File: config.mk
export PLATFORM = sky130hd
export DESIGN_NAME = mem_bus_ctrl
export DESIGN_NICKNAME = d
export VERILOG_FILES = /design/src/rtl/mem_bus_ctrl.sv
export SDC_FILE = /design/constraint.sdc
export NUM_CORES = 1
export LEC_CHECK = 0
export CAP_MARGIN = 5
export CORE_UTILIZATION = 30
export DETAILED_ROUTE_END_ITERATION = 16
export SETUP_SLACK_MARGIN = 0.4
export SLEW_MARGIN = 5
export SYNTH_ARGS = -nofsm -noshare
export SYNTH_HDL_FRONTEND = slang
export SYNTH_SLANG_ARGS = --single-unit
File: constraint.sdc
create_clock -name clk -period 2.55 [get_ports clk]
set_input_delay 0.51 -clock clk [delete_from_list [all_inputs] [get_ports clk]]
set_output_delay 0.51 -clock clk [all_outputs]
set_load 0.05 [all_outputs]
File: src/rtl/mem_bus_ctrl.sv
// Memory-access sequencer: turns controller read/write intent into a req/ack bus transaction.
// Latency: bus_req one cycle after the request; done and rdata one cycle after bus_ack.
// Backpressure: stall holds the controller until RESP; no new request is taken during REQ/RESP.
// Optional feature: MEMIF_TIMEOUT_EN aborts a hung REQ after TIMEOUT cycles and sets sticky bus_err.
module mem_bus_ctrl #(
    parameter int ADDR_W  = 32,
    parameter int DATA_W  = 32,
    parameter int TIMEOUT = 15
) (
    input  logic              clk,
    input  logic              reset,
    input  logic              mem_rd,
    input  logic              mem_wr,
    input  logic [ADDR_W-1:0] mem_addr,
    input  logic [DATA_W-1:0] mem_wdata,
    output logic              stall,
    output logic              done,
    output logic [DATA_W-1:0] rdata,
    output logic              bus_err,
    output logic              bus_req,
    output logic              bus_we,
    output logic [ADDR_W-1:0] bus_addr,
    output logic [DATA_W-1:0] bus_wdata,
    input  logic              bus_ack,
    input  logic [DATA_W-1:0] bus_rdata
);

    typedef enum logic [1:0] {
        IDLE = 2'd0,
        REQ  = 2'd1,
        RESP = 2'd2
    } state_t;

    state_t state;
    state_t state_nxt;
    logic   tmo;

`ifdef MEMIF_TIMEOUT_EN
    localparam int CNT_W = (TIMEOUT > 0) ? $clog2(TIMEOUT + 1) : 1;
    localparam logic [CNT_W-1:0] CNT_MAX = CNT_W'(TIMEOUT);

    logic [CNT_W-1:0] cnt;

    // An ack in the limit cycle wins over the abort.
    assign tmo = (state == REQ) && !bus_ack && (cnt == CNT_MAX);

    // Count unacknowledged REQ cycles; cleared whenever REQ is left or not active, saturating.
    always_ff @(posedge clk) begin
        if (reset) begin
            cnt <= '0;
        end else if (state != REQ || bus_ack || tmo) begin
            cnt <= '0;
        end else if (cnt != CNT_MAX) begin
            cnt <= cnt + 1'b1;
        end
    end

    // Sticky error flag, only cleared by reset.
    always_ff @(posedge clk) begin
        if (reset) begin
            bus_err <= 1'b0;
        end else if (tmo) begin
            bus_err <= 1'b1;
        end
    end
`else
    assign tmo     = 1'b0;
    assign bus_err = 1'b0;
`endif

    // State register.
    always_ff @(posedge clk) begin
        if (reset) begin
            state <= IDLE;
        end else begin
            state <= state_nxt;
        end
    end

    // Next-state decode; RESP always returns to IDLE so a held request is not re-accepted.
    always_comb begin
        state_nxt = state;
        case (state)
            IDLE:    if (mem_rd || mem_wr) state_nxt = REQ;
            REQ:     if (bus_ack || tmo)   state_nxt = RESP;
            RESP:    state_nxt = IDLE;
            default: state_nxt = IDLE;
        endcase
    end

    // Bus and completion outputs decoded from the state register, so reset drops bus_req at once.
    always_comb begin
        bus_req = (state == REQ);
        done    = (state == RESP);
        stall   = (mem_rd || mem_wr) && (state != RESP);
    end

    // Capture the access in IDLE, keep it stable through REQ, and register read data on ack.
    always_ff @(posedge clk) begin
        if (reset) begin
            bus_addr  <= '0;
            bus_wdata <= '0;
            bus_we    <= 1'b0;
            rdata     <= '0;
        end else begin
            if (state == IDLE && (mem_rd || mem_wr)) begin
                bus_addr  <= mem_addr;
                bus_wdata <= mem_wdata;
                bus_we    <= mem_wr;
            end
            if (state == REQ && !bus_we) begin
                if (bus_ack) begin
                    rdata <= bus_rdata;
                end else if (tmo) begin
                    rdata <= '0;
                end
            end
        end
    end

endmodule
==> summary by stage, run 1 <==
Place
The cell count after placement is about 790. The detailed placer's ending HPWL is 7.34 mm. The number of input and output port buffers inserted is 200.

The global placement routability congestion is 0.752. Before CTS, the worst setup slack after placement is 506 ps.

Synthesis
Sorting the synthesized cells by area gives the leading types as sky130_fd_sc_hd__dfxtp_1 47%, sky130_fd_sc_hd__nand2b_1 19%, sky130_fd_sc_hd__mux2i_1 15%, sky130_fd_sc_hd__nand2_1 5.8%, sky130_fd_sc_hd__a21oi_2 4.1%. Synthesis produced 436 cells. The synthesized area divided by synthesized cell count is between 9 and 10 um2. The number of distinct library cells after synthesis is 20. The number of storage elements in the synthesis netlist is ~100. The share of the synthesized area in the top cell type is 46.8%. Summed over all instances, the cell type with the most area after synthesis is sky130_fd_sc_hd__dfxtp_1. The total nets after synthesis is 537. The number of warnings reported in the yosys synthesis log is 0.

The sequential share of the synthesized area is 46.8%. Summing every instance area after synthesis gives between 0.004 and 0.005 mm2.

Cells and area
The repair_antennas step left the layout with diodes totalling 0. The post-route netlist has 7.53% of its cells at a drive strength greater than 1. The sequential cell area is just under 0.002 mm2.

Summing all multi-input logic gate instances after layout gives 0.00203 mm2. After the flow finishes, the layout carries non-filler instances totaling about 800. The post-layout net count is 720. The filler cells instantiated in the layout total 1309. The post-synthesis to final-layout area growth is 57.3%.

Power and ir drop
The maximum resistive drop on vdd is 0.390 mV. The power density over the cells is 658 mW/mm2. The static power due to leakage is 2.53 nW.

The power consumption is 4.39 mW.

STA
The setup TNS is 0 ps. The final critical-path setup slack is 494 ps. Setup repair after global routing left no endpoint under its margin. Setup violations remaining at the end of the flow were counted as 0. Clock skew on the completed layout was measured at roughly 8.3 ps. The post-route clock period utilization is around 81%. In this run the tightest slew margin relative to its limit is 63.6%. The final period demand of the worst path is a little over 2000 ps. At the pin with the least slew margin, the transition time is 545 ps. Static timing analysis puts the maximum clock frequency at between 0.4 and 0.5 GHz. The count of pins over their slew limit is 0. The hold violation count in the final report came to 0.

Clock network
The maximum level of the CTS H-tree is 3. The number of sinks driven by the clock tree is 99. The number of hold buffers added after cts is 0.

After clock tree synthesis, the setup repair step added 0 buffers. The register clock-pin slew on the reported worst setup and hold paths is 70 ps. TritonCTS created 9 clock buffers. TritonCTS built the clock tree.

The number of buffers on the longest clock path is 2. Post-CTS repair changed the size of 2 cells. The clock latency on the worst-skew pair is between 300 and 400 ps.

The buffer type at the clock tree root is sky130_fd_sc_hd__clkbuf_16.

Worst setup path
At the worst endpoint, the required time is a little over 2000 ps. The critical path is of the reg2out type. The endpoint of the worst register-to-register path is bus_addr[1]$_SDFFE_PP0P_.

The arrival time of data at the critical path endpoint is 1550 ps. The maximum fanout count along the critical path is 6. Counting cells, the worst reg-to-reg path comes to 3. The largest individual stage delay along the critical path comes from the cell sky130_fd_sc_hd__clkdlybuf4s15_1.

The worst-case register-to-register setup slack is between 1000 and 1500 ps. Walking the worst path, the cells encountered are nor2b_1 -> clkdlybuf4s15_1. The worst setup path is launched from a flop. The startpoint of the lowest-slack register-to-register path is state[1]$_SDFFE_PP0P_. The first element of the critical path is state[0]$_SDFFE_PP0P_. STA classifies the critical path endpoint as a primary output.

The largest incremental delay on the critical path is 530 ps.

Drt
The initial detailed-routing violation count is 133. The total wirelength of the detailed-routed design is 10.5 mm. The average detailed-routed wire length per instance is 13.1 um. The number of vias per cell after detailed routing is 4.35. The remaining antenna violation count after routing is 0. The detailed router placed 3498 vias in this run. For this run, design rule violations remaining after detail routing come to 0.

The first detailed-routing pass ran for 4 iterations.

Floorplanning
Once the floorplan was initialized, standard cells occupied 30.7% of the core. The count of pins on the block boundary is about 200. From left edge to right edge, the die measures 121 um.

The region available for standard cell placement spans around 0.014 mm2. The floorplan step defined a die boundary enclosing 0.0146 mm2. After floorplanning, the core was divided into 43 placement rows. The die is about 120 um tall.

GRT
After global routing the overflow that remains totals 0. Global routing used 14.0% of the available tracks across all layers. The first global-routing pass estimated about 16 mm of wire. The initial antenna violation count is 0. The number of global-route vias before repair is 3345. The largest net degree at the start of global routing is 73.

Hold path
The path class of the tightest hold or removal check is reg2reg. The path with the worst hold slack has its endpoint at rdata[24]$_SDFFE_PP0P_. The startpoint of the tightest hold check path is rdata[24]$_SDFFE_PP0P_.

The worst hold path was traced through 2 stages.

Run status
The run finished with clean final reports.

Flow run
Across the run, the number of max-cap violations was 0.
==> critical path, delay by kind of cell, from the launching register on <==
kind                   cells  cell delay [ps]
buffers and inverters      1              530
AND/OR/NAND/NOR            1              230
flip-flops                 1              440
==> logic make-up (layout without fill, tap and decap cells) <==
kind of cell    after synthesis  in the layout  synth area share [%]
compound gates               35             35                  6.14
buf+inv                      34            222                  5.55
flops                        99             99                  46.8
mux                          64             64                  15.1
other cells                   1              1                0.0885
simple gates                203            203                  26.4
==> area by class of cell <==
| cell class | count | share of cell area (%) |
|---|---|---|
| Clock buffer | 10 | 3.58 |
| Tap cell | 180 | 3.38 |
| Timing Repair Buffer | 206 | 31.6 |
| Sequential cell | 99 | 29.7 |
| Clock inverter | 6 | 1.33 |
| Multi-Input combinational cell | 303 | 30.4 |
==> worst max path at each step <==
stage | to
after detailed placement | bus_wdata[4]$_SDFFE_PP0P_
final | bus_req
after floorplan | stall
after global routing | done
after CTS | bus_req
after global placement | bus_wdata[8]$_SDFFE_PP0P_
==> per-stage QoR <==
stage | area (um2) | utilization [%] | hold WS (ps)
final | 6670 | 48.2 | 453
after floorplan | 4240 | - | 598
after global routing | 6670 | 48.2 | 473
after CTS | 6670 | 48.2 | 457
after detailed placement | 6340 | 45.9 | 447
after global placement | 6340 | 45.9 | 441
==> placed cells by master (no fill, tap or decap), drive strengths merged <==
cell           instances
dfxtp                 99
clkdlybuf4s50        196
a21bo                  1
dlygate4sd2            1
mux2i                 64
buf                    8
conb                   1
clkdlybuf4s15          1
nor3                   1
a21oi                 33
bufinv                 2
nand2b               128
nor2                   3
and3b                  1
clkinv                 2
clkinvlp               2
nand4bb                1
and4bb                 1
nand2                 65
clkbuf                10
o21ba                  1
nor2b                  3
==> routing by layer <==
layer  vias to the layer above  global-route usage [%]  share of wire, %  wire, um
li1                       1766                       -                 -         -
met1                      1610                    16.7                44      4590
met2                       109                    23.1                47      5000
met3                        13                    3.95               7.0       736
met4                         0                    6.48               2.0       206
met5                         -                       0                 0         0
==> synth_stat cells (all sizes together) <==
cell type and count:
a21oi 33, buf 22, nor2b 3, dfxtp 99
nor3 1, nand2b 128, and3b 1, mux2i 64
and4bb 1, nand2 65, o21ba 1, nand4bb 1
clkbuf 12, nor2 3, conb 1, a21bo 1
==> where the power goes <==
part	total (mW)	leakage [nW]	switching [mW]	internal (mW)
Clock	1.49	0.155	0.599	0.887
Sequential	1.73	0.813	0.0656	1.66
Combinational	1.17	1.56	0.675	0.496
Total	4.39	2.53	1.34	3.05
==> flip-flops by register name, summed over array words and instances, names as in the netlist <==
register   count
rdata         32
bus_wdata     32
bus_we         1
bus_addr      32
state          2
Power figures use the tool's default switching activity.
==> inputs of run 2 (changes only) <==
- clock period: 2.55 -> 1.98 ns (I/O delays scaled with it)
==> summary by stage, run 2 (same netlist as run 1, synthesis figures left out) <==
Floorplanning
The placement row count is 43 (unchanged). The die area is 0.0146 mm2 (unchanged). The die boundary width is 121 um (unchanged). The core area is 0.0138 mm2 (unchanged). The initial core utilization is 30.7% (unchanged). The vertical die dimension came to 121 um (unchanged). The count of pins on the block boundary is 202 (unchanged).

Cells and area
The number of diodes is 0 (unchanged). The final standard cell utilization of the core came to 48.3% (+0.13 points). The area growth from synthesis to layout is 57.7%. The leading cell type in the layout, fill and taps excluded is sky130_fd_sc_hd__nand2b_1. The number of fill cells came to 1304 (-0.38%). In the final layout, the registers with the most flip-flops are bus_addr x32, bus_wdata x32, rdata x32. The post-layout net count is 722 (+0.28%).

The top cell types in the final layout, fill and taps aside, are 128 x sky130_fd_sc_hd__nand2b_1, 97 x sky130_fd_sc_hd__dfxtp_1, 97 x sky130_fd_sc_hd__clkdlybuf4s50_1, 79 x sky130_fd_sc_hd__clkdlybuf4s15_2, 65 x sky130_fd_sc_hd__nand2_1. The layout cell share with drive strength beyond 1 came to 24.0% (+16 points). The post-route non-filler standard cell count is 806 (+0.25%).

GRT
The leftover overflow at the end of global routing is 0 (unchanged). The initial antenna violation count is 0 (unchanged). The largest net degree at the start of global routing is 63 (-14%). The wire length of the first global-routing pass is 17.1 mm (+6.2%). The number of global-route vias before repair is 3434 (+2.7%). The total global-route track usage came to 14.8% (+0.78 points).

Worst setup path
The signal on the critical path passes through clkdlybuf4s15_1. The slowest cell on the critical path is sky130_fd_sc_hd__clkdlybuf4s15_1. The worst register-to-register path ends at bus_addr[0]$_SDFFE_PP0P_. The maximum fanout count along the critical path was 2 (-4). The arrival time of data at the critical path endpoint was 1150 ps (-400 ps). The largest incremental delay on the critical path was 490 ps (-40 ps).

The required time of the critical path was 1580 ps (-460 ps). The worst setup path is captured at a primary output. The count of buffering cells on the critical path with inverters included came to 1 (unchanged). The gate family responsible for the most delay along the worst path is buffers and inverters. The worst-case register-to-register setup slack came to 670 ps (-480 ps). The startpoint of the lowest-slack register-to-register path is state[1]$_SDFFE_PP0P_. The number of cells traversed by the worst register-to-register path is 3 (unchanged).

The critical path is of the reg2out type. The critical path launch point type is a flop.

Power and ir drop
The switching share of total power was 31.5% (+0.96 points). The part of the total power dissipated in the clock network is 30.6% (-3.3 points). The power density over the cells is 800 mW/mm2 (+22%). The maximum resistive drop on vdd is 0.398 mV (+2.2%).

The power consumption came to 5.35 mW (+22%). The net switching component of the power is 1.68 mW (+26%). The sequential share of power is 41.8% (+2.4 points). The internal power is 3.66 mW (+20%). The static power due to leakage is 2.59 nW (+2.3%). The part of the total power dissipated in combinational logic is 27.7% (+1.0 points).

Clock network
TritonCTS built the clock tree. The clock latency on the worst-skew pair is 340 ps (about the same). The maximum level of the CTS H-tree is 3 (unchanged). The number of buffers created by CTS is 9 (unchanged).

The number of sinks driven by the clock tree is 99 (unchanged). The register clock-pin slew on the reported worst setup and hold paths was 60 ps (about the same). CTS placed an instance of sky130_fd_sc_hd__clkbuf_16 at the clock tree root. The number of buffers on the longest clock path is 2 (unchanged).

Drt
The number of design rule violations left after detail routing is 0 (unchanged). The total met2 wirelength after detailed routing was 5.12 mm (+2.4%). The number of vias per cell after detailed routing is 4.30 (-1.2%). The routed length on met1 is 4.69 mm (+2.2%). The average detailed-routed wire length per instance was 13.4 um (+2.6%). The via count of the routed design is 3466 (-0.91%). The total wirelength of the detailed-routed design is 10.8 mm (+2.8%).

The number of iterations in the first detailed-routing pass is 4 (unchanged). The total met3 wirelength after detailed routing is 842 um (+14%). The highest metal layer used by the detailed router is met4. The remaining antenna violation count after routing is 0 (unchanged). The initial detailed-routing violation count is 122 (-8.3%).

STA
The final worst clock skew is 6.62 ps (-1.73 ps). Setup repair after global routing left no endpoint under its margin. The post-route clock period utilization is roughly 78%. The number of setup violations in the final report is 0 (unchanged). The hold violation count in the final report was 0 (unchanged).

The setup TNS is 0 ps (unchanged). Subtracting the final worst setup slack from the clock period gives roughly 1500 ps. Timing would allow up to 0.645 GHz.

The count of pins over their slew limit is 0 (unchanged).

Place
The cell count after placement is 790 (+0.25%). The detailed placer's ending HPWL is 7.71 mm (+5.0%). The number of input and output port buffers inserted is 200 (unchanged). The global placement routability congestion is 0.738 (-1.9%).

Hold path
The endpoint of the worst hold-timing path is rdata[18]$_SDFFE_PP0P_. The worst hold path stage count is 2 (unchanged). The type of the worst min-delay path is reg2reg. The startpoint of the tightest hold check path is rdata[18]$_SDFFE_PP0P_.

Run status
The flow ran to the end, and the final reports show no timing, DRC or antenna violations.

Flow run
The max capacitance violation total is 0 (unchanged).
[run 2: cell count changes in the layout (fill, tap and decap cells not counted), moves of 2 or more]
cell	previous run	this run
sky130_fd_sc_hd__nor2_1	3	1
sky130_fd_sc_hd__dfxtp_1	99	97
sky130_fd_sc_hd__clkdlybuf4s50_1	196	97
sky130_fd_sc_hd__clkinvlp_4	2	0
sky130_fd_sc_hd__clkdlybuf4s15_2	0	79
sky130_fd_sc_hd__buf_4	3	8
sky130_fd_sc_hd__bufinv_16	2	0
sky130_fd_sc_hd__clkbuf_1	0	3
sky130_fd_sc_hd__nor2b_1	3	1
sky130_fd_sc_hd__clkbuf_2	0	14
[run 2: worst reg2reg max path: cells and delay by family (launching register included)]
family	cells	cell delay (ps)
mux	1	270
flops	1	360
simple gates	1	300
buf+inv	1	310
[run 2: final cells by class]
class	count	area, um2	share of cell area (%)
Timing Repair Buffer	208	2150	32.2
Multi-Input combinational cell	303	2050	30.6
Tap cell	180	225	3.37
Clock buffer	14	264	3.95
Clock inverter	2	10.0	0.150
Sequential cell	99	1990	29.7
[run 2: timing repair]
item,4_1_cts,5_1_grt
cloned,0,0
pin swaps,0,1
hold buffers,0,0
setup buffers,0,0
resized for setup,275,16
setup endpoints to repair,97,17
[run 2: through the flow]
stage               instance area (um2)  hold WS (ps)  worst slack, ps
global placement                   6360           445              171
detailed placement                 6360           449             99.6
global route                       6680           480              400
CTS                                6750           459              341
floorplan                          4240           530              412
finish                             6680           455              431
[run 2: routing by layer]
metal / vias to the layer above / GRT usage, %
met5: - / 0
met4: 0 / 6.10
met3: 12 / 4.56
met2: 111 / 24.4
met1: 1579 / 17.7
li1: 1764 / -
[run 2: worst max path at each step]
stage                               start                  endpoint  slack, ps  cells past startpoint
finish              rdata[4]$_SDFFE_PP0P_                  rdata[4]        430                      1
global route        rdata[4]$_SDFFE_PP0P_                  rdata[4]        400                      1
floorplan           state[0]$_SDFFE_PP0P_                   bus_req        410                      1
global placement                   mem_wr  bus_addr[3]$_SDFFE_PP0P_        170                      5
detailed placement                 mem_rd  bus_addr[8]$_SDFFE_PP0P_        100                      5
CTS                   bus_we$_SDFFE_PP0P_                    bus_we        340                      1
[run 2: power by group through the flow]
| stage | Combinational [mW] | Sequential [mW] | Clock [mW] |
|---|---|---|---|
| global route | 1.56 | 2.25 | 1.78 |
| floorplan | 0.461 | 2.78 | 0 |
| global placement | 1.53 | 2.27 | 0 |
| finish | 1.48 | 2.23 | 1.63 |
| CTS | 1.50 | 2.23 | 1.70 |
| detailed placement | 1.54 | 2.27 | 0 |
==> inputs of run 3 (changes only) <==
- clock period: 1.98 -> 1.4 ns (I/O delays scaled with it)
==> summary by stage, run 3 (same netlist as run 1, synthesis figures left out) <==
Run status
The run finished, with violations left. The final reports fail on negative setup slack.

STA
Setup repair after global routing could not meet its margin everywhere. The final worst clock skew is 4.80 ps (-1.81 ps). The hold violation count in the final report is 0 (unchanged). The number of setup violations in the final report is 2 (+2). After layout, the worst path uses 101% of the clock period.

The count of pins over their slew limit is 0 (unchanged). For this run, the top clock speed supported by timing is between 0.7 and 0.8 GHz. The final period demand of the worst path is 1410 ps. The minimum hold slack is 385 ps (-70.1 ps).

The final critical-path setup slack is -14.8 ps (-446 ps). The setup TNS is -18.8 ps (-18.8 ps).

Drt
The average detailed-routed wire length per instance is 14.4 um (+6.8%). The number of design rule violations left after detail routing came to 0 (unchanged). The remaining antenna violation count after routing is 0 (unchanged). The number of vias per cell after detailed routing is 4.36 (+1.5%). The number of iterations in the first detailed-routing pass is 4 (unchanged). The total wirelength of the detailed-routed design is 12.4 mm (+14%). The initial detailed-routing violation count came to 105 (-14%). The via count of the routed design came to 3765 (+8.6%).

Cells and area
The post-route non-filler standard cell count is 863 (+7.1%). The number of fill cells was 1065 (-18%). The library cell used most frequently in the layout, excluding fill and tap cells, is sky130_fd_sc_hd__nand2b_1. The post-synthesis to final-layout area growth is 107%. In the layout the commonest cells are 128 x sky130_fd_sc_hd__nand2b_1, 112 x sky130_fd_sc_hd__buf_12, 96 x sky130_fd_sc_hd__clkdlybuf4s50_1, 94 x sky130_fd_sc_hd__dfxtp_2, 64 x sky130_fd_sc_hd__mux2i_1. The layout cell share with drive strength beyond 1 is 51.7% (+28 points). The largest registers in the layout are bus_addr x32, bus_wdata x32, rdata x32. The number of diodes came to 0 (unchanged). The post-layout net count is 779 (+7.9%).

Worst setup path
STA classifies the critical path endpoint as a primary output. The kind of cell with the highest combined delay along the critical path is flip-flops. Traced cell by cell, the critical path runs through buf_4 -> nor2b_4 -> buf_12. The worst setup path is launched from a flop. The arrival time of data at the critical path endpoint is 1130 ps (-20 ps). The worst-case register-to-register setup slack is 40 ps (-630 ps). The slowest cell on the critical path is sky130_fd_sc_hd__dfxtp_4. The required time of the critical path is 1120 ps (-460 ps). The largest incremental delay on the critical path is 370 ps (-120 ps). The count of buffering cells on the critical path with inverters included came to 2 (+1). The maximum fanout count along the critical path came to 6 (+4). The setup path with the least slack is of type reg2out.

Floorplanning
The core area is 0.0138 mm2 (unchanged). The die area is 0.0146 mm2 (unchanged). The vertical die dimension is 121 um (unchanged). The die boundary width is 121 um (unchanged). The initial core utilization was 30.7% (unchanged). The count of pins on the block boundary is 202 (unchanged). The placement row count came to 43 (unchanged).

Flow run
The max capacitance violation total is 0 (unchanged).

GRT
The wire length of the first global-routing pass is 19.6 mm (+15%). The initial antenna violation count is 0 (unchanged). The total global-route track usage is 17.1% (+2.3 points). The number of global-route vias before repair was 3936 (+15%). The leftover overflow at the end of global routing is 0 (unchanged). The largest net degree at the start of global routing is 47 (-25%).

Clock network
The number of buffers created by CTS is 9 (unchanged). The buffer type at the clock tree root is sky130_fd_sc_hd__clkbuf_16. TritonCTS built the clock tree.

The number of sinks driven by the clock tree was 99 (unchanged). The maximum level of the CTS H-tree is 3 (unchanged). The number of buffers on the longest clock path was 2 (unchanged). The clock latency on the worst-skew pair is 340 ps (about the same). The register clock-pin slew on the reported worst setup and hold paths is 70 ps (about the same).

Power and ir drop
The sequential share of power is 36.7% (-5.1 points). The net switching component of the power came to 2.72 mW (+61%). The static power due to leakage is 3.66 nW (+42%). The maximum resistive drop on vdd is 0.627 mV (+58%). The switching share of total power is 30.1% (-1.4 points). The power density over the cells is 1030 mW/mm2 (+29%). The part of the total power dissipated in the clock network was 28.8% (-1.8 points).

The internal power is 6.32 mW (+72%). The part of the total power dissipated in combinational logic is 34.5% (+6.8 points).

Place
The global placement routability congestion is 0.764 (+3.5%). The setup slack after placement is -304 ps (-403 ps). The number of input and output port buffers inserted was 200 (unchanged). The detailed placer's ending HPWL is 8.52 mm (+11%). The cell count after placement is 800 (+1.3%).

Hold path
The type of the worst min-delay path is in2reg.
==> run 3: metal layers <==
| metal | part of all wire, % | up-vias | track usage [%] |
|---|---|---|---|
| met1 | 41 | 1736 | 19.7 |
| met5 | 0 | - | 0 |
| li1 | - | 1875 | - |
| met3 | 8.9 | 19 | 6.16 |
| met2 | 48 | 135 | 28.6 |
| met4 | 2.1 | 0 | 6.87 |
==> run 3: worst register-to-register path, delay by kind of cell (launching register included) <==
| kind | cells | cell delay [ps] |
|---|---|---|
| buffers and inverters | 4 | 560 |
| flip-flops | 1 | 370 |
| multiplexers | 1 | 170 |
| AND/OR/NAND/NOR | 1 | 180 |
==> run 3: power groups by stage <==
stage / Clock (mW) / Sequential [mW] / Combinational, mW
2_1_floorplan: 0 / 3.93 / 0.671
3_3_place_gp: 0 / 3.33 / 2.68
3_5_place_dp: 0 / 3.33 / 2.70
4_1_cts: 2.68 / 3.32 / 3.00
5_1_grt: 2.81 / 3.34 / 3.26
6_report: 2.60 / 3.31 / 3.12
==> run 3: final cells by class <==
| class | count | area, um2 | share of cell area, % |
|---|---|---|---|
| Timing Repair Buffer | 265 | 3800 | 43.3 |
| Sequential cell | 99 | 2120 | 24.2 |
| Multi-Input combinational cell | 303 | 2310 | 26.4 |
| Clock buffer | 12 | 267 | 3.04 |
| Tap cell | 180 | 225 | 2.57 |
| Clock inverter | 4 | 47.5 | 0.542 |
==> run 3: final timing paths <==
check                                            start                         end  cells past startpoint
worst min-delay path                            mem_wr         bus_we$_SDFFE_PP0P_                      3
worst max-delay path             state[1]$_SDFFE_PP0P_                     bus_req                      3
worst min register to register  rdata[20]$_SDFFE_PP0P_      rdata[20]$_SDFFE_PP0P_                      2
worst max register to register   state[1]$_SDFFE_PP0P_  bus_wdata[18]$_SDFFE_PP0P_                      6
==> run 3: metrics by stage <==
stage	area [um2]	utilization, %	power, mW
finish	8770	63.4	9.03
floorplan	4310	-	4.60
global route	8770	63.4	9.41
CTS	8360	60.5	9.00
global placement	7500	54.2	6.00
detailed placement	7500	54.2	6.04
==> run 3: what timing repair did <==
| action | CTS | global route |
|---|---|---|
| setup endpoints to repair | 197 | 197 |
| gates resized for setup | 126 | 76 |
| hold endpoints to repair | 0 | 0 |
| buffers inserted | 25 | 14 |
| gates cloned | 7 | 1 |
| pin swaps | 8 | 23 |
| hold buffers | 0 | 0 |
